### src/rtl/alu_pkg.sv
// alu_pkg: opcodes, dispatcher state encoding, command layout and small helpers
// shared by the ALU command dispatcher and its FIFO.
package alu_pkg;

    localparam logic [1:0] OP_ADD = 2'd0;
    localparam logic [1:0] OP_SUB = 2'd1;
    localparam logic [1:0] OP_MUL = 2'd2;
    localparam logic [1:0] OP_INV = 2'd3;

    localparam int ALU_WIDTH = 32;

    typedef enum logic [1:0] {
        ST_IDLE = 2'd0,
        ST_EXEC = 2'd1,
        ST_RESP = 2'd2
    } disp_state_e;

    // Command layout at the default ALU width; the dispatcher mirrors it at its own WIDTH.
    typedef struct packed {
        logic [1:0]           op;
        logic [ALU_WIDTH-1:0] a;
        logic [ALU_WIDTH-1:0] b;
    } alu_cmd_t;

    function automatic logic [15:0] sat_inc16(input logic [15:0] val);
        if (val == 16'hFFFF) begin
            return 16'hFFFF;
        end else begin
            return val + 16'd1;
        end
    endfunction

endpackage

### src/rtl/alu_cmd_fifo.sv
// alu_cmd_fifo: synchronous show-ahead FIFO; the head entry is readable whenever not empty.
// Pointers wrap naturally, so DEPTH must be a power of two.
module alu_cmd_fifo #(
    parameter int WIDTH = 66,
    parameter int DEPTH = 4
) (
    input  logic             clk,
    input  logic             rst_n,
    input  logic             i_push,
    input  logic [WIDTH-1:0] i_data,
    input  logic             i_pop,
    output logic [WIDTH-1:0] o_data,
    output logic             o_full,
    output logic             o_empty
);

    localparam int AW = $clog2(DEPTH);
    localparam int CW = AW + 1;

    logic [WIDTH-1:0] r_mem [DEPTH];
    logic [AW-1:0]    r_wr_ptr;
    logic [AW-1:0]    r_rd_ptr;
    logic [CW-1:0]    r_count;
    logic             w_push_ok;
    logic             w_pop_ok;

    assign w_push_ok = i_push & ~o_full;
    assign w_pop_ok  = i_pop & ~o_empty;
    assign o_full    = (r_count == CW'(DEPTH));
    assign o_empty   = (r_count == '0);
    assign o_data    = r_mem[r_rd_ptr];

    // Storage array; contents are don't-care until written, so no reset.
    always_ff @(posedge clk) begin
        if (w_push_ok) begin
            r_mem[r_wr_ptr] <= i_data;
        end
    end

    // Pointers and occupancy count.
    always_ff @(posedge clk or negedge rst_n) begin
        if (!rst_n) begin
            r_wr_ptr <= '0;
            r_rd_ptr <= '0;
            r_count  <= '0;
        end else begin
            if (w_push_ok) begin
                r_wr_ptr <= r_wr_ptr + AW'(1);
            end
            if (w_pop_ok) begin
                r_rd_ptr <= r_rd_ptr + AW'(1);
            end
            case ({w_push_ok, w_pop_ok})
                2'b10:   r_count <= r_count + CW'(1);
                2'b01:   r_count <= r_count - CW'(1);
                default: r_count <= r_count;
            endcase
        end
    end

endmodule

### src/rtl/alu_cmd_dispatcher.sv
// alu_cmd_dispatcher: buffers {op,a,b} commands, issues them one at a time to a fixed-latency
// ALU and returns results in order. Define ALU_DISPATCH_STATS_EN for stat_done/stat_err counters.
module alu_cmd_dispatcher
    import alu_pkg::*;
#(
    parameter int WIDTH   = 32,
    parameter int DEPTH   = 4,
    parameter int ADD_LAT = 1,
    parameter int MUL_LAT = 3
) (
    input  logic             clk,
    input  logic             rst_n,
    input  logic             cmd_valid,
    output logic             cmd_ready,
    input  logic [1:0]       cmd_op,
    input  logic [WIDTH-1:0] cmd_a,
    input  logic [WIDTH-1:0] cmd_b,
    output logic [1:0]       alu_ctrl,
    output logic [WIDTH-1:0] alu_a,
    output logic [WIDTH-1:0] alu_b,
    input  logic [WIDTH-1:0] alu_y,
    output logic             rsp_valid,
    input  logic             rsp_ready,
    output logic [WIDTH-1:0] rsp_y,
    output logic [1:0]       rsp_op,
    output logic             rsp_err
`ifdef ALU_DISPATCH_STATS_EN
    ,
    output logic [15:0]      stat_done,
    output logic [15:0]      stat_err
`endif
);

    localparam int CMD_W   = 2 + 2 * WIDTH;
    localparam int LAT_MAX = (ADD_LAT > MUL_LAT) ? ADD_LAT : MUL_LAT;
    localparam int CNT_W   = $clog2(LAT_MAX + 1);

    typedef struct packed {
        logic [1:0]       op;
        logic [WIDTH-1:0] a;
        logic [WIDTH-1:0] b;
    } cmd_t;

    disp_state_e      r_state;
    disp_state_e      w_next_state;
    logic [CNT_W-1:0] r_lat_cnt;
    logic [1:0]       r_alu_ctrl;
    logic [WIDTH-1:0] r_alu_a;
    logic [WIDTH-1:0] r_alu_b;
    logic             r_rsp_valid;
    logic [WIDTH-1:0] r_rsp_y;
    logic [1:0]       r_rsp_op;
    logic             r_rsp_err;

    cmd_t             w_push_cmd;
    cmd_t             w_head;
    logic [CMD_W-1:0] w_head_data;
    logic             w_fifo_full;
    logic             w_fifo_empty;
    logic             w_pop;
    logic             w_issue;
    logic             w_reject;
    logic             w_capture;
    logic             w_rsp_done;
    logic             w_lat_last;

    assign w_push_cmd = '{op: cmd_op, a: cmd_a, b: cmd_b};
    assign w_head     = cmd_t'(w_head_data);
    assign cmd_ready  = ~w_fifo_full;
    assign w_lat_last = (r_lat_cnt == CNT_W'(1));

    alu_cmd_fifo #(
        .WIDTH (CMD_W),
        .DEPTH (DEPTH)
    ) u_fifo (
        .clk     (clk),
        .rst_n   (rst_n),
        .i_push  (cmd_valid),
        .i_data  (w_push_cmd),
        .i_pop   (w_pop),
        .o_data  (w_head_data),
        .o_full  (w_fifo_full),
        .o_empty (w_fifo_empty)
    );

    // FSM state register.
    always_ff @(posedge clk or negedge rst_n) begin
        if (!rst_n) begin
            r_state <= ST_IDLE;
        end else begin
            r_state <= w_next_state;
        end
    end

    // FSM next-state logic.
    always_comb begin
        w_next_state = r_state;
        case (r_state)
            ST_IDLE: begin
                if (!w_fifo_empty) begin
                    w_next_state = (w_head.op == OP_INV) ? ST_RESP : ST_EXEC;
                end else begin
                    w_next_state = ST_IDLE;
                end
            end
            ST_EXEC: begin
                if (w_lat_last) begin
                    w_next_state = ST_RESP;
                end else begin
                    w_next_state = ST_EXEC;
                end
            end
            ST_RESP: begin
                if (rsp_ready) begin
                    w_next_state = ST_IDLE;
                end else begin
                    w_next_state = ST_RESP;
                end
            end
            default: w_next_state = ST_IDLE;
        endcase
    end

    // FSM strobes: pop/issue in IDLE, capture at end of EXEC, release on handshake.
    always_comb begin
        w_pop      = 1'b0;
        w_issue    = 1'b0;
        w_reject   = 1'b0;
        w_capture  = 1'b0;
        w_rsp_done = 1'b0;
        case (r_state)
            ST_IDLE: begin
                if (!w_fifo_empty) begin
                    w_pop    = 1'b1;
                    w_issue  = (w_head.op != OP_INV);
                    w_reject = (w_head.op == OP_INV);
                end else begin
                    w_pop = 1'b0;
                end
            end
            ST_EXEC: w_capture  = w_lat_last;
            ST_RESP: w_rsp_done = rsp_ready;
            default: w_pop      = 1'b0;
        endcase
    end

    // Latency counter: loaded on issue, counts down through EXEC.
    always_ff @(posedge clk or negedge rst_n) begin
        if (!rst_n) begin
            r_lat_cnt <= '0;
        end else if (w_issue) begin
            r_lat_cnt <= (w_head.op == OP_MUL) ? CNT_W'(MUL_LAT) : CNT_W'(ADD_LAT);
        end else if (r_state == ST_EXEC) begin
            r_lat_cnt <= r_lat_cnt - CNT_W'(1);
        end else begin
            r_lat_cnt <= r_lat_cnt;
        end
    end

    // ALU drive registers; invalid ops leave them untouched.
    always_ff @(posedge clk or negedge rst_n) begin
        if (!rst_n) begin
            r_alu_ctrl <= OP_ADD;
            r_alu_a    <= '0;
            r_alu_b    <= '0;
        end else if (w_issue) begin
            r_alu_ctrl <= w_head.op;
            r_alu_a    <= w_head.a;
            r_alu_b    <= w_head.b;
        end else begin
            r_alu_ctrl <= r_alu_ctrl;
            r_alu_a    <= r_alu_a;
            r_alu_b    <= r_alu_b;
        end
    end

    // Response registers; alu_ctrl still holds the opcode at capture time.
    always_ff @(posedge clk or negedge rst_n) begin
        if (!rst_n) begin
            r_rsp_valid <= 1'b0;
            r_rsp_y     <= '0;
            r_rsp_op    <= OP_ADD;
            r_rsp_err   <= 1'b0;
        end else if (w_capture) begin
            r_rsp_valid <= 1'b1;
            r_rsp_y     <= alu_y;
            r_rsp_op    <= r_alu_ctrl;
            r_rsp_err   <= 1'b0;
        end else if (w_reject) begin
            r_rsp_valid <= 1'b1;
            r_rsp_y     <= '0;
            r_rsp_op    <= OP_INV;
            r_rsp_err   <= 1'b1;
        end else if (w_rsp_done) begin
            r_rsp_valid <= 1'b0;
        end else begin
            r_rsp_valid <= r_rsp_valid;
        end
    end

    assign alu_ctrl  = r_alu_ctrl;
    assign alu_a     = r_alu_a;
    assign alu_b     = r_alu_b;
    assign rsp_valid = r_rsp_valid;
    assign rsp_y     = r_rsp_y;
    assign rsp_op    = r_rsp_op;
    assign rsp_err   = r_rsp_err;

`ifdef ALU_DISPATCH_STATS_EN
    logic [15:0] r_stat_done;
    logic [15:0] r_stat_err;

    // Saturating counts of handshaken responses, split by error flag.
    always_ff @(posedge clk or negedge rst_n) begin
        if (!rst_n) begin
            r_stat_done <= 16'd0;
            r_stat_err  <= 16'd0;
        end else if (w_rsp_done) begin
            if (r_rsp_err) begin
                r_stat_err <= sat_inc16(r_stat_err);
            end else begin
                r_stat_done <= sat_inc16(r_stat_done);
            end
        end else begin
            r_stat_done <= r_stat_done;
            r_stat_err  <= r_stat_err;
        end
    end

    assign stat_done = r_stat_done;
    assign stat_err  = r_stat_err;
`endif

endmodule

### config.mk
export PLATFORM = sky130hd
export DESIGN_NAME = alu_cmd_dispatcher
export DESIGN_NICKNAME = d
export VERILOG_FILES = /design/src/rtl/alu_pkg.sv /design/src/rtl/alu_cmd_fifo.sv /design/src/rtl/alu_cmd_dispatcher.sv
export SDC_FILE = /design/constraint.sdc
export NUM_CORES = 1
export LEC_CHECK = 0
export BUFFER_PORTS_ARGS = -buffer_cell sky130_fd_sc_hd__buf_2
export CAP_MARGIN = 20
export CORE_AREA = 2 2 160 162
export DETAILED_ROUTE_END_ITERATION = 6
export DIE_AREA = 0 0 162 164
export PLACE_DENSITY = 0.79
export SETUP_SLACK_MARGIN = 0.3
export SLEW_MARGIN = 5
export SYNTH_ARGS = -nofsm -noshare
export SYNTH_HDL_FRONTEND = slang
export SYNTH_SLANG_ARGS = --single-unit
### constraint.sdc
create_clock -name clk -period 3.5 [get_ports clk]
set_input_delay 0.7 -clock clk [delete_from_list [all_inputs] [get_ports clk]]
set_output_delay 0.7 -clock clk [all_outputs]
set_load 0.005 [all_outputs]
==> metrics.json, run 1 <==
{
  "worstPathArrival_ns": 2.99,
  "synth_top_family_by_area": "multiplexers",
  "cp_max_fo": 42,
  "synth-adder-area-share": 0.00679,
  "syn_inst": 698,
  "initialDrtViolationCount": 478,
  "critical_path.cell_chain": "mux4_2 -> a2111oi_4 -> buf_4 -> mux2_2",
  "worst_setup_path_end_kind": "flip-flop",
  "die_x_um": 162,
  "syn_avg_cell_area_um2": 20.1,
  "top_usage_layer": "met2",
  "run_status": "finished clean",
  "regToRegSetupSlack_ns": 0.90,
  "numCtsBuffers": 38,
  "post_cts_resize_count": 0,
  "wl_mm": 26.4,
  "ioPinCount": 205,
  "fp.dieH_um": 164,
  "max-vdd-ir-drop_mv": 0.520,
  "grt_setup_unrepaired": "false",
  "vias_in_the_first_global_route": 7351,
  "hold_path.class": "in -> async",
  "timing.rr.start": "u_fifo.r_rd_ptr[1]",
  "count_of_distinct_cell_types_in_the_synthesized_netlist": 36,
  "cts.clk_slew.worst_paths_ns": 0.06,
  "insertion_delay_ns": 0.51,
  "io_buffers": 204,
  "ant_nets": 0,
  "post_synthesis_cell_area_um2": 14000,
  "detailedRoute.firstPassIterationCount": 5,
  "synth-edff-count": 264,
  "area.sequential_um2": 10800,
  "synthXorXnorAreaFrac": 0.00438,
  "timing.critical_path.slowest_cell_delay_ns": 0.63,
  "synth_sequential_area_ratio": 0.768,
  "tcrit_tclk_final": 0.742,
  "core_region_area_um2": 24800,
  "synth-seq-cells": 377,
  "layout.cells.non_filler": 1281,
  "detailed_placement_hpwl_mm": 15.7,
  "postCtsSetupRepairBufs": 0,
  "detail_route.wl_per_cell_um": 20.6,
  "post-route-min-period_ns": 2.60,
  "fillerInstances": 1688,
  "initial_core_util": 0.564,
  "route.detailed.drc": 0,
  "max-slew-margin-rel": 0.515,
  "timing.setup.critical_path_class": "reg -> reg",
  "tritoncts_num_sinks": 377,
  "area_growth_syn_to_layout_pct": 19.3,
  "grt_use_met2": 0.337,
  "cellLeakagePower_nw": 6.34,
  "gpl.final_weighted_congestion": 0.739,
  "drt-vias-per-instance": 5.54,
  "max_cap_violations": 0,
  "mappedNetlistNets": 807,
  "grt_pass1_wl_mm": 40.9,
  "layout.cells.most_common_list": "264 x sky130_fd_sc_hd__edfxtp_1, 203 x sky130_fd_sc_hd__buf_2, 111 x sky130_fd_sc_hd__dfrtp_1",
  "req_time_crit_path_ns": 3.89,
  "ctsLongestPathBuffers": 3,
  "mostFrequentLayoutCell": "sky130_fd_sc_hd__edfxtp_1",
  "power_density_nw_per_um2": 897,
  "asyncSetResetFlopFracSynth": 0.300,
  "die_area_um2": 26600,
  "timing.fmax_mhz": 385,
  "count_of_endpoints_failing_setup_in_the_final_report": 0,
  "setup.worst_path.start_class": "flip-flop",
  "synth-compound-area-share": 0.0182,
  "worst_pin_slew_ns": 0.728,
  "vias": 7103,
  "rows": 58,
  "share_of_final_layout_standard_cells_stronger_than_drive_strength_1": 0.398,
  "antenna_found_initial": 2,
  "synth_ff_type": "sky130_fd_sc_hd__edfxtp_1",
  "global_route_usage_over_all_layers": 0.202,
  "multi_input_comb_area_um2": 3060,
  "cts_tree": "yes",
  "reg2reg_capture_point": "alu_b[0]",
  "globalRouteMet3Util": 0.0427,
  "cts_htree_levels": 2,
  "ctsHoldBuffers": 0,
  "hold_viol_final": 0,
  "reg2reg_depth": 4,
  "setup-tns-final_ns": 0,
  "root_buf_cell": "sky130_fd_sc_hd__clkbuf_16",
  "critical-path-slowest-cell": "sky130_fd_sc_hd__dfrtp_4",
  "gr-usage-met1": 0.278,
  "portion_of_netlist_area_occupied_by_mux_cells": 0.160,
  "post-place-cells": 1210,
  "area_share_of_and_or_nand_nor_cells_after_synthesis": 0.0282,
  "grt_max_degree": 67,
  "postLayoutSetupSlackWorst_ns": 0.903,
  "nNetsFinal": 1030,
  "timing.clock.skew_ns": 0.0108,
  "dp_slack_ns": 0.923,
  "worst_setup_path_startpoint": "u_fifo.r_rd_ptr[1]",
  "grt-ovfl-total": 0,
  "final-max-slew-violation-count": 0,
  "ys.warnings.count": 0
}
-- flip-flops by register name (all words and copies together), names as in the netlist --
register         cells
alu_ctrl             2
u_fifo.r_wr_ptr      2
alu_b               32
r_state              2
u_fifo.r_count       3
rsp_err              1
u_fifo.r_rd_ptr      2
u_fifo.r_mem       264
rsp_op               2
alu_a               32
rsp_y               32
rsp_valid            1
r_lat_cnt            2
-- cells in the mapped netlist (2+ instances only) --
cell type                  instances  area (µm²)
sky130_fd_sc_hd__and3_1            4        25.0
sky130_fd_sc_hd__buf_1             6        22.5
sky130_fd_sc_hd__edfxtp_1        264        7930
sky130_fd_sc_hd__mux4_2           66        1490
sky130_fd_sc_hd__dfrtp_1         113        2830
sky130_fd_sc_hd__o21ai_0          32         160
sky130_fd_sc_hd__o21a_1            3        22.5
sky130_fd_sc_hd__clkbuf_1         20        75.1
sky130_fd_sc_hd__buf_2             4        20.0
sky130_fd_sc_hd__mux2_1           38         428
sky130_fd_sc_hd__nand2b_1          2        12.5
sky130_fd_sc_hd__o31a_1            3        26.3
sky130_fd_sc_hd__nor2b_1           3        18.8
sky130_fd_sc_hd__buf_6             4        45.0
sky130_fd_sc_hd__mux2_2           27         304
sky130_fd_sc_hd__nor3_1            2        10.0
sky130_fd_sc_hd__a21oi_1           2        10.0
sky130_fd_sc_hd__xnor2_1           4        35.0
sky130_fd_sc_hd__xor2_1            3        26.3
sky130_fd_sc_hd__nor2_1            2        7.51
sky130_fd_sc_hd__nand3b_1          3        22.5
sky130_fd_sc_hd__ha_1              6        75.1
sky130_fd_sc_hd__inv_1             8        30.0
sky130_fd_sc_hd__nand2_1          66         248
sky130_fd_sc_hd__mux2i_1           2        20.0
-- worst max-delay path by stage --
stage                          to
2_1_floorplan  u_fifo.r_mem[0][0]
3_3_place_gp             alu_b[2]
3_5_place_dp             alu_b[0]
4_1_cts                  alu_b[0]
5_1_grt                  alu_b[0]
6_report                 alu_b[0]
-- power breakdown --
part           switching [W]  internal (W)  total, W  leakage (nW)
logic                0.00214       0.00218   0.00432          1.95
clock network        0.00161       0.00234   0.00395         0.618
registers           0.000571       0.00615   0.00672          3.78
-- cell type report --
type / instances / area share
flip-flops and latches: 377 / 0.644
multi-input cells: 278 / 0.183
repair buffers: 218 / 0.0718
clock buffers: 51 / 0.0653
well taps: 330 / 0.0247
clock inverters: 17 / 0.00831
inverters: 8 / 0.00180
diodes: 2 / 0.000300
-- cell families after synthesis --
family / count (synthesis)
flip-flops: 377
multiplexers: 133
AND/OR/NAND/NOR: 89
buffers and inverters: 43
AO/OA/AOI/OAI: 42
XOR/XNOR: 7
adder cells (fa/ha/maj): 7
-- per-layer routing --
| layer | part of all wire | vias up |
|---|---|---|
| li1 | - | 3163 |
| met3 | 0.062 | 36 |
| met4 | 0.019 | 0 |
| met1 | 0.42 | 3658 |
| met5 | 0 | - |
| met2 | 0.50 | 246 |
-- stage by stage --
| stage | total power [W] | instance area (µm²) | util | hold slack, ns |
|---|---|---|---|---|
| floorplan | 0.00966 | 14000 | - | 0.404 |
| global placement | 0.0110 | 15500 | 0.623 | 0.466 |
| detailed placement | 0.0112 | 15500 | 0.623 | 0.473 |
| CTS | 0.0152 | 16700 | 0.672 | 0.122 |
| global route | 0.0158 | 16700 | 0.673 | 0.139 |
| finish | 0.0150 | 16700 | 0.673 | 0.123 |
-- critical path, delay by kind of cell, from the launching register on --
kind            cells  cell delay (ns)
compound gates      1             0.39
buf+inv             1             0.56
mux                 2             0.84
flops               1             0.63
Power figures use the tool's default switching activity.
==> inputs of run 2 (changes only) <==
clock period = 2.65 ns   (was 3.5 ns; I/O delays follow)
==> run 2 against run 1 <==
Clock skew rose by 0.011 ns. Clock power increased by 29%. Flip-flop and latch count unchanged. Utilization increased by 0.45 points. Register-to-register slack got worse by 0.55 ns. Worst hold slack got worse by 0.11 ns. Final area increased by 0.67%. Non-clock buffer count up 11. Routed wire length grew 2.0%. Via count grew 0.41%.
==> metrics.json, run 2 (synthesis gave the netlist of run 1 again) <==
{
  "setup-tns-final": {"value": 0, "unit": "ns", "change": "unchanged"},
  "worst_setup_path_end_kind": {"value": "flip-flop", "change": "unchanged"},
  "share_of_final_layout_standard_cells_stronger_than_drive_strength_1": {"value": 0.404, "change": "was 0.398"},
  "max-slew-margin-rel": {"value": 0.425, "change": "was 0.515"},
  "detail_route.wl_per_cell": {"value": 20.8, "unit": "µm", "change": "was 20.6 µm"},
  "wl": {"value": 26.9, "unit": "mm", "change": "was 26.4 mm"},
  "layout.cells.most_common_list": {"value": "264 x sky130_fd_sc_hd__edfxtp_1, 203 x sky130_fd_sc_hd__buf_2, 111 x sky130_fd_sc_hd__dfrtp_1", "change": "unchanged"},
  "ioPinCount": {"value": 205, "change": "unchanged"},
  "mostFrequentLayoutCell": {"value": "sky130_fd_sc_hd__edfxtp_1", "change": "unchanged"},
  "insertion_delay": {"value": 0.52, "unit": "ns", "change": "was 0.51 ns"},
  "die_area": {"value": 26600, "unit": "µm²", "change": "unchanged"},
  "fillerInstances": {"value": 1612, "change": "was 1688"},
  "cts.clk_slew.worst_paths": {"value": 0.06, "unit": "ns", "change": "about the same"},
  "max-vdd-ir-drop": {"value": 0.842, "unit": "mV", "change": "was 0.520 mV"},
  "max_cap_violations": {"value": 0, "change": "unchanged"},
  "hold_path.class": {"value": "in -> async", "change": "unchanged"},
  "final-max-slew-violation-count": {"value": 0, "change": "unchanged"},
  "cts_htree_levels": {"value": 2, "change": "unchanged"},
  "worstPathArrival": {"value": 2.68, "unit": "ns", "change": "was 2.99 ns"},
  "cts_tree": {"value": "yes", "change": "unchanged"},
  "largest_reg_flops": {"value": 264, "change": "unchanged"},
  "grt_pass1_wl": {"value": 41.4, "unit": "mm", "change": "was 40.9 mm"},
  "vias": {"value": 7132, "change": "was 7103"},
  "hold_viol_final": {"value": 0, "change": "unchanged"},
  "count_of_endpoints_failing_setup_in_the_final_report": {"value": 0, "change": "unchanged"},
  "nNetsFinal": {"value": 1041, "change": "was 1030"},
  "worst_pin_slew": {"value": 0.863, "unit": "ns", "change": "was 0.728 ns"},
  "timing.setup.critical_path_class": {"value": "reg -> reg", "change": "unchanged"},
  "cellLeakagePower": {"value": 6.39, "unit": "nW", "change": "was 6.34 nW"},
  "grt_max_degree": {"value": 43, "change": "was 67"},
  "power_density": {"value": 1190, "unit": "nW/µm²", "change": "was 897 nW/µm²"},
  "setup.worst_path.start_class": {"value": "flip-flop", "change": "unchanged"},
  "root_buf_cell": {"value": "sky130_fd_sc_hd__clkbuf_16", "change": "unchanged"},
  "req_time_crit_path": {"value": 3.03, "unit": "ns", "change": "was 3.89 ns"},
  "grt-ovfl-total": {"value": 0, "change": "unchanged"},
  "top_register": {"value": "u_fifo.r_mem", "change": "unchanged"},
  "timing.clock.skew": {"value": 0.0222, "unit": "ns", "change": "was 0.0108 ns"},
  "critical_path.cell_chain": {"value": "mux4_2 -> a2111oi_4 -> buf_4 -> buf_12 -> mux2_2", "change": "was mux4_2 -> a2111oi_4 -> buf_4 -> mux2_2"},
  "vias_in_the_first_global_route": {"value": 7437, "change": "was 7351"},
  "tcrit_tclk_final": {"value": 0.866, "change": "was 0.742"},
  "rows": {"value": 58, "change": "unchanged"},
  "io_buffers": {"value": 204, "change": "unchanged"},
  "die_x": {"value": 162, "unit": "µm", "change": "unchanged"},
  "run_status": {"value": "finished clean", "change": "unchanged"},
  "fp.dieH": {"value": 164, "unit": "µm", "change": "unchanged"},
  "ant_nets": {"value": 0, "change": "unchanged"},
  "core_region_area": {"value": 24800, "unit": "µm²", "change": "unchanged"},
  "antenna_found_initial": {"value": 2, "change": "unchanged"},
  "ctsLongestPathBuffers": {"value": 3, "change": "unchanged"},
  "gpl.final_weighted_congestion": {"value": 0.755, "change": "was 0.739"},
  "timing.fmax": {"value": 436, "unit": "MHz", "change": "was 385 MHz"},
  "report.power.total": {"value": 0.0200, "unit": "W", "change": "was 0.0150 W"},
  "post-route-min-period": {"value": 2.29, "unit": "ns", "change": "was 2.60 ns"},
  "grt_setup_unrepaired": {"value": "true", "change": "was false"},
  "timing.critical_path.slowest_cell_delay": {"value": 0.56, "unit": "ns", "change": "was 0.63 ns"},
  "drt-vias-per-instance": {"value": 5.52, "change": "was 5.54"},
  "critical-path-slowest-cell": {"value": "sky130_fd_sc_hd__mux4_2", "change": "was sky130_fd_sc_hd__dfrtp_4"},
  "area_growth_syn_to_layout": {"value": 20.1, "unit": "%", "change": "was 19.3%"},
  "global_route_usage_over_all_layers": {"value": 0.205, "change": "was 0.202"},
  "route.detailed.drc": {"value": 0, "change": "unchanged"},
  "numCtsBuffers": {"value": 38, "change": "unchanged"},
  "detailed_placement_hpwl": {"value": 15.9, "unit": "mm", "change": "was 15.7 mm"},
  "initial_core_util": {"value": 0.564, "change": "unchanged"},
  "initialDrtViolationCount": {"value": 587, "change": "was 478"},
  "detailedRoute.firstPassIterationCount": {"value": 4, "change": "was 5"},
  "tritoncts_num_sinks": {"value": 377, "change": "unchanged"},
  "cp_max_fo": {"value": 28, "change": "was 42"}
}
run 2: cell count changes in the layout (fill, tap and decap cells not counted), moves of 2 or more:
cell,change
sky130_fd_sc_hd__clkbuf_8,-4
sky130_fd_sc_hd__clkinvlp_4,+2
sky130_fd_sc_hd__buf_12,+2
sky130_fd_sc_hd__clkinv_2,-2
sky130_fd_sc_hd__clkbuf_1,+2
sky130_fd_sc_hd__buf_4,+8
run 2: worst paths after layout:
path	to	cells after the start	from	slack [ns]
worst max-delay path	alu_b[24]	5	u_fifo.r_rd_ptr[0]	0.36
worst min-delay path	alu_a[15]	1	rst_n	0.01
worst max register to register	alu_b[24]	5	u_fifo.r_rd_ptr[0]	0.36
worst min register to register	alu_a[13]	1	alu_a[13]	0.48
max in group asynchronous	alu_b[24]	2	rst_n	2.01
min in group clk	u_fifo.r_mem[0][14]	1	cmd_b[14]	0.23
run 2: worst max-delay path, delay by kind of cell (launching register included):
| kind | cells | cell delay (ns) |
|---|---|---|
| AOI/OAI and AO/OA | 1 | 0.35 |
| buffers and inverters | 2 | 0.44 |
| muxes | 2 | 0.92 |
| DFF | 1 | 0.44 |
run 2: repair_timing:
action / 4_1_cts / 5_1_grt
setup endpoints to repair: 0 / 42
buffers inserted: 0 / 4
resized for setup: 0 / 3
hold buffers: 0 / 0
run 2: per-layer routing:
layer / up-vias / GRT usage / wire, µm
li1: 3190 / - / -
met1: 3685 / 0.278 / 11300
met2: 212 / 0.342 / 13500
met3: 45 / 0.0434 / 1570
met4: 0 / 0.0583 / 522
met5: - / 0 / 0
run 2: area by class of cell:
| cell class | instances | area [µm²] | share of cell area |
|---|---|---|---|
| flip-flops and latches | 377 | 10800 | 0.640 |
| clock inverters | 19 | 156 | 0.00930 |
| well taps | 330 | 413 | 0.0246 |
| repair buffers | 229 | 1340 | 0.0795 |
| multi-input cells | 278 | 3070 | 0.183 |
| inverters | 8 | 30.0 | 0.00179 |
| clock buffers | 49 | 1040 | 0.0621 |
| diodes | 2 | 5.00 | 0.000298 |
run 2: power breakdown:
part           switching [W]  leakage, nW  internal, W
Sequential          0.000669         3.78      0.00812
Combinational        0.00301         2.02      0.00309
Clock                0.00212        0.590      0.00299
Total                0.00580         6.39       0.0142
run 2: through the flow:
step,worst slack [ns],instance area [µm²],instances,utilization,hold WS (ns)
floorplan,0.435,14000,698,-,0.234
global placement,0.355,15500,1217,0.626,0.464
detailed placement,0.298,15500,1217,0.626,0.471
CTS,0.301,16700,1285,0.675,0.0113
global route,0.273,16800,1291,0.677,0.0317
finish,0.356,16800,1292,0.678,0.0114
==> inputs of run 3 (changes only) <==
RECOVER_POWER = 25   (was default)
==> run 3 against run 2 <==
Clock skew fell by 0.00052 ns. Clock power is essentially flat. Flip-flop and latch count did not move. Total power decreased by 0.12%. Critical path depth unchanged. Routed wire length about the same. Clock-buffer cell count unchanged. First-iteration DRC count decreased by 3.4%. Largest power group unchanged. Largest cell class unchanged. Via count rose by 0.11%. Global-route usage unchanged.
==> metrics.json, run 3 (synthesis gave the netlist of run 1 again) <==
{
  "run_status": {"value": "finished clean", "change": "unchanged"},
  "antenna_found_initial": {"value": 1, "change": "was 2"},
  "switching_share": {"value": 0.290, "change": "about the same"},
  "post-route-min-period": {"value": 2.30, "unit": "ns", "change": "was 2.29 ns"},
  "power_density": {"value": 1190, "unit": "nW/µm²", "change": "about the same"},
  "portion_of_total_power_attributed_to_combinational_logic": {"value": 0.304, "change": "was 0.305"},
  "tcrit_tclk_final": {"value": 0.866, "change": "about the same"},
  "largest_reg_flops": {"value": 264, "change": "unchanged"},
  "ioPinCount": {"value": 205, "change": "unchanged"},
  "io_buffers": {"value": 204, "change": "unchanged"},
  "clock_power_share": {"value": 0.255, "change": "about the same"},
  "detailed_placement_hpwl": {"value": 15.9, "unit": "mm", "change": "unchanged"},
  "power_report.internal_total": {"value": 0.0142, "unit": "W", "change": "about the same"},
  "max-vdd-ir-drop": {"value": 0.841, "unit": "mV", "change": "was 0.842 mV"},
  "hold_path.class": {"value": "in -> async", "change": "unchanged"},
  "cts.clk_slew.worst_paths": {"value": 0.06, "unit": "ns", "change": "about the same"},
  "die_area": {"value": 26600, "unit": "µm²", "change": "unchanged"},
  "vias": {"value": 7140, "change": "was 7132"},
  "top_register": {"value": "u_fifo.r_mem", "change": "unchanged"},
  "numCtsBuffers": {"value": 38, "change": "unchanged"},
  "wl": {"value": 26.9, "unit": "mm", "change": "about the same"},
  "die_x": {"value": 162, "unit": "µm", "change": "unchanged"},
  "timing.setup.critical_path_class": {"value": "reg -> reg", "change": "unchanged"},
  "worst_pin_slew": {"value": 0.864, "unit": "ns", "change": "was 0.863 ns"},
  "cellLeakagePower": {"value": 6.23, "unit": "nW", "change": "was 6.39 nW"},
  "detail_route.wl_per_cell": {"value": 20.8, "unit": "µm", "change": "about the same"},
  "grt_max_degree": {"value": 43, "change": "unchanged"},
  "initialDrtViolationCount": {"value": 567, "change": "was 587"},
  "count_of_endpoints_failing_setup_in_the_final_report": {"value": 0, "change": "unchanged"},
  "timing.fmax": {"value": 436, "unit": "MHz", "change": "about the same"},
  "max-slew-margin-rel": {"value": 0.424, "change": "was 0.425"},
  "hold_viol_final": {"value": 0, "change": "unchanged"},
  "vias_in_the_first_global_route": {"value": 7437, "change": "unchanged"},
  "utilization": {"value": 0.675, "change": "was 0.678"},
  "worstPathArrival": {"value": 2.68, "unit": "ns", "change": "about the same"},
  "tritoncts_num_sinks": {"value": 377, "change": "unchanged"},
  "cts_htree_levels": {"value": 2, "change": "unchanged"},
  "worst_setup_path_end_kind": {"value": "flip-flop", "change": "unchanged"},
  "grt_setup_unrepaired": {"value": "true", "change": "unchanged"},
  "ctsLongestPathBuffers": {"value": 3, "change": "unchanged"},
  "nNetsFinal": {"value": 1041, "change": "unchanged"},
  "grt_pass1_wl": {"value": 41.4, "unit": "mm", "change": "unchanged"},
  "setup.worst_path.start_class": {"value": "flip-flop", "change": "unchanged"},
  "timing.clock.skew": {"value": 0.0217, "unit": "ns", "change": "was 0.0222 ns"},
  "core_region_area": {"value": 24800, "unit": "µm²", "change": "unchanged"},
  "insertion_delay": {"value": 0.52, "unit": "ns", "change": "about the same"},
  "req_time_crit_path": {"value": 3.03, "unit": "ns", "change": "about the same"},
  "rows": {"value": 58, "change": "unchanged"},
  "drt-vias-per-instance": {"value": 5.53, "change": "was 5.52"},
  "setup-tns-final": {"value": 0, "unit": "ns", "change": "unchanged"},
  "layout.cells.most_common_list": {"value": "264 x sky130_fd_sc_hd__edfxtp_1, 146 x sky130_fd_sc_hd__buf_2, 111 x sky130_fd_sc_hd__dfrtp_1", "change": "was 264 x sky130_fd_sc_hd__edfxtp_1, 203 x sky130_fd_sc_hd__buf_2, 111 x sky130_fd_sc_hd__dfrtp_1"},
  "root_buf_cell": {"value": "sky130_fd_sc_hd__clkbuf_16", "change": "unchanged"},
  "cts_tree": {"value": "yes", "change": "unchanged"},
  "ant_nets": {"value": 0, "change": "unchanged"},
  "initial_core_util": {"value": 0.564, "change": "unchanged"},
  "global_route_usage_over_all_layers": {"value": 0.205, "change": "unchanged"},
  "seqPwrFrac": {"value": 0.440, "change": "about the same"},
  "share_of_final_layout_standard_cells_stronger_than_drive_strength_1": {"value": 0.345, "change": "was 0.404"},
  "cp_max_fo": {"value": 28, "change": "unchanged"},
  "gpl.final_weighted_congestion": {"value": 0.755, "change": "unchanged"},
  "mostFrequentLayoutCell": {"value": "sky130_fd_sc_hd__edfxtp_1", "change": "unchanged"},
  "power.switching": {"value": 0.00579, "unit": "W", "change": "was 0.00580 W"},
  "fp.dieH": {"value": 164, "unit": "µm", "change": "unchanged"},
  "max_cap_violations": {"value": 0, "change": "unchanged"},
  "route.detailed.drc": {"value": 0, "change": "unchanged"},
  "grt-ovfl-total": {"value": 0, "change": "unchanged"},
  "final-max-slew-violation-count": {"value": 0, "change": "unchanged"},
  "area_growth_syn_to_layout": {"value": 19.6, "unit": "%", "change": "was 20.1%"},
  "detailedRoute.firstPassIterationCount": {"value": 4, "change": "unchanged"}
}
==> run 3: worst max-delay path: stages (launching register included) <==
cell                        delay (ns)
sky130_fd_sc_hd__dfrtp_4          0.44
sky130_fd_sc_hd__mux4_2           0.56
sky130_fd_sc_hd__a2111oi_4        0.35
sky130_fd_sc_hd__buf_4            0.23
sky130_fd_sc_hd__buf_12           0.21
sky130_fd_sc_hd__mux2_2           0.36
==> run 3: through the flow <==
stage	cell area (µm²)	std cells	total power [W]	setup slack [ns]	hold slack, ns
final	16700	1291	0.0200	0.355	0.00988
after global routing	16700	1291	0.0211	0.273	0.0317
after CTS	16700	1285	0.0201	0.301	0.0113
after detailed placement	15500	1217	0.0149	0.298	0.471
after global placement	15500	1217	0.0147	0.355	0.464
after floorplan	14000	698	0.0127	0.435	0.234
==> run 3: power by group through the flow <==
stage	sequential [W]	clock (W)	combinational, W
floorplan	0.00878	0	0.00394
global placement	0.00881	0	0.00587
detailed placement	0.00889	0	0.00605
CTS	0.00881	0.00522	0.00608
global route	0.00895	0.00546	0.00666
finish	0.00879	0.00510	0.00608
==> run 3: layout make-up <==
| type | count | area (µm²) |
|---|---|---|
| multi-input combinational | 278 | 3070 |
| sequential | 377 | 10800 |
| inverter | 8 | 30.0 |
| tap | 330 | 413 |
| fill | 1648 | 8080 |
| clock buffer | 49 | 1040 |
| clock inverter | 19 | 156 |
| timing repair buffer | 229 | 1260 |
| antenna | 1 | 2.50 |
==> run 3: final timing paths <==
| path | start | to | slack (ns) | depth (start not counted) |
|---|---|---|---|---|
| worst max register to register | u_fifo.r_rd_ptr[0] | alu_b[24] | 0.35 | 5 |
| max in group asynchronous | rst_n | alu_b[24] | 2.01 | 2 |
| worst max-delay path | u_fifo.r_rd_ptr[0] | alu_b[24] | 0.35 | 5 |
| worst min register to register | alu_a[13] | alu_a[13] | 0.48 | 1 |
| min in group clk | alu_y[14] | rsp_y[14] | 0.23 | 3 |
| worst min-delay path | rst_n | alu_a[15] | 0.01 | 1 |
==> run 3: repair_timing <==
action                                  in CTS  in global routing
hold buffers                                 0                  0
endpoints found under the setup margin       0                 42
buffers inserted                             0                  4
resized for setup                            0                  3
==> run 3: layer usage <==
layer | share of wire | vias up | global-route usage
met1 | 0.42 | 3686 | 0.278
li1 | - | 3186 | -
met4 | 0.020 | 0 | 0.0583
met2 | 0.50 | 225 | 0.342
met5 | 0 | - | 0
met3 | 0.063 | 43 | 0.0434
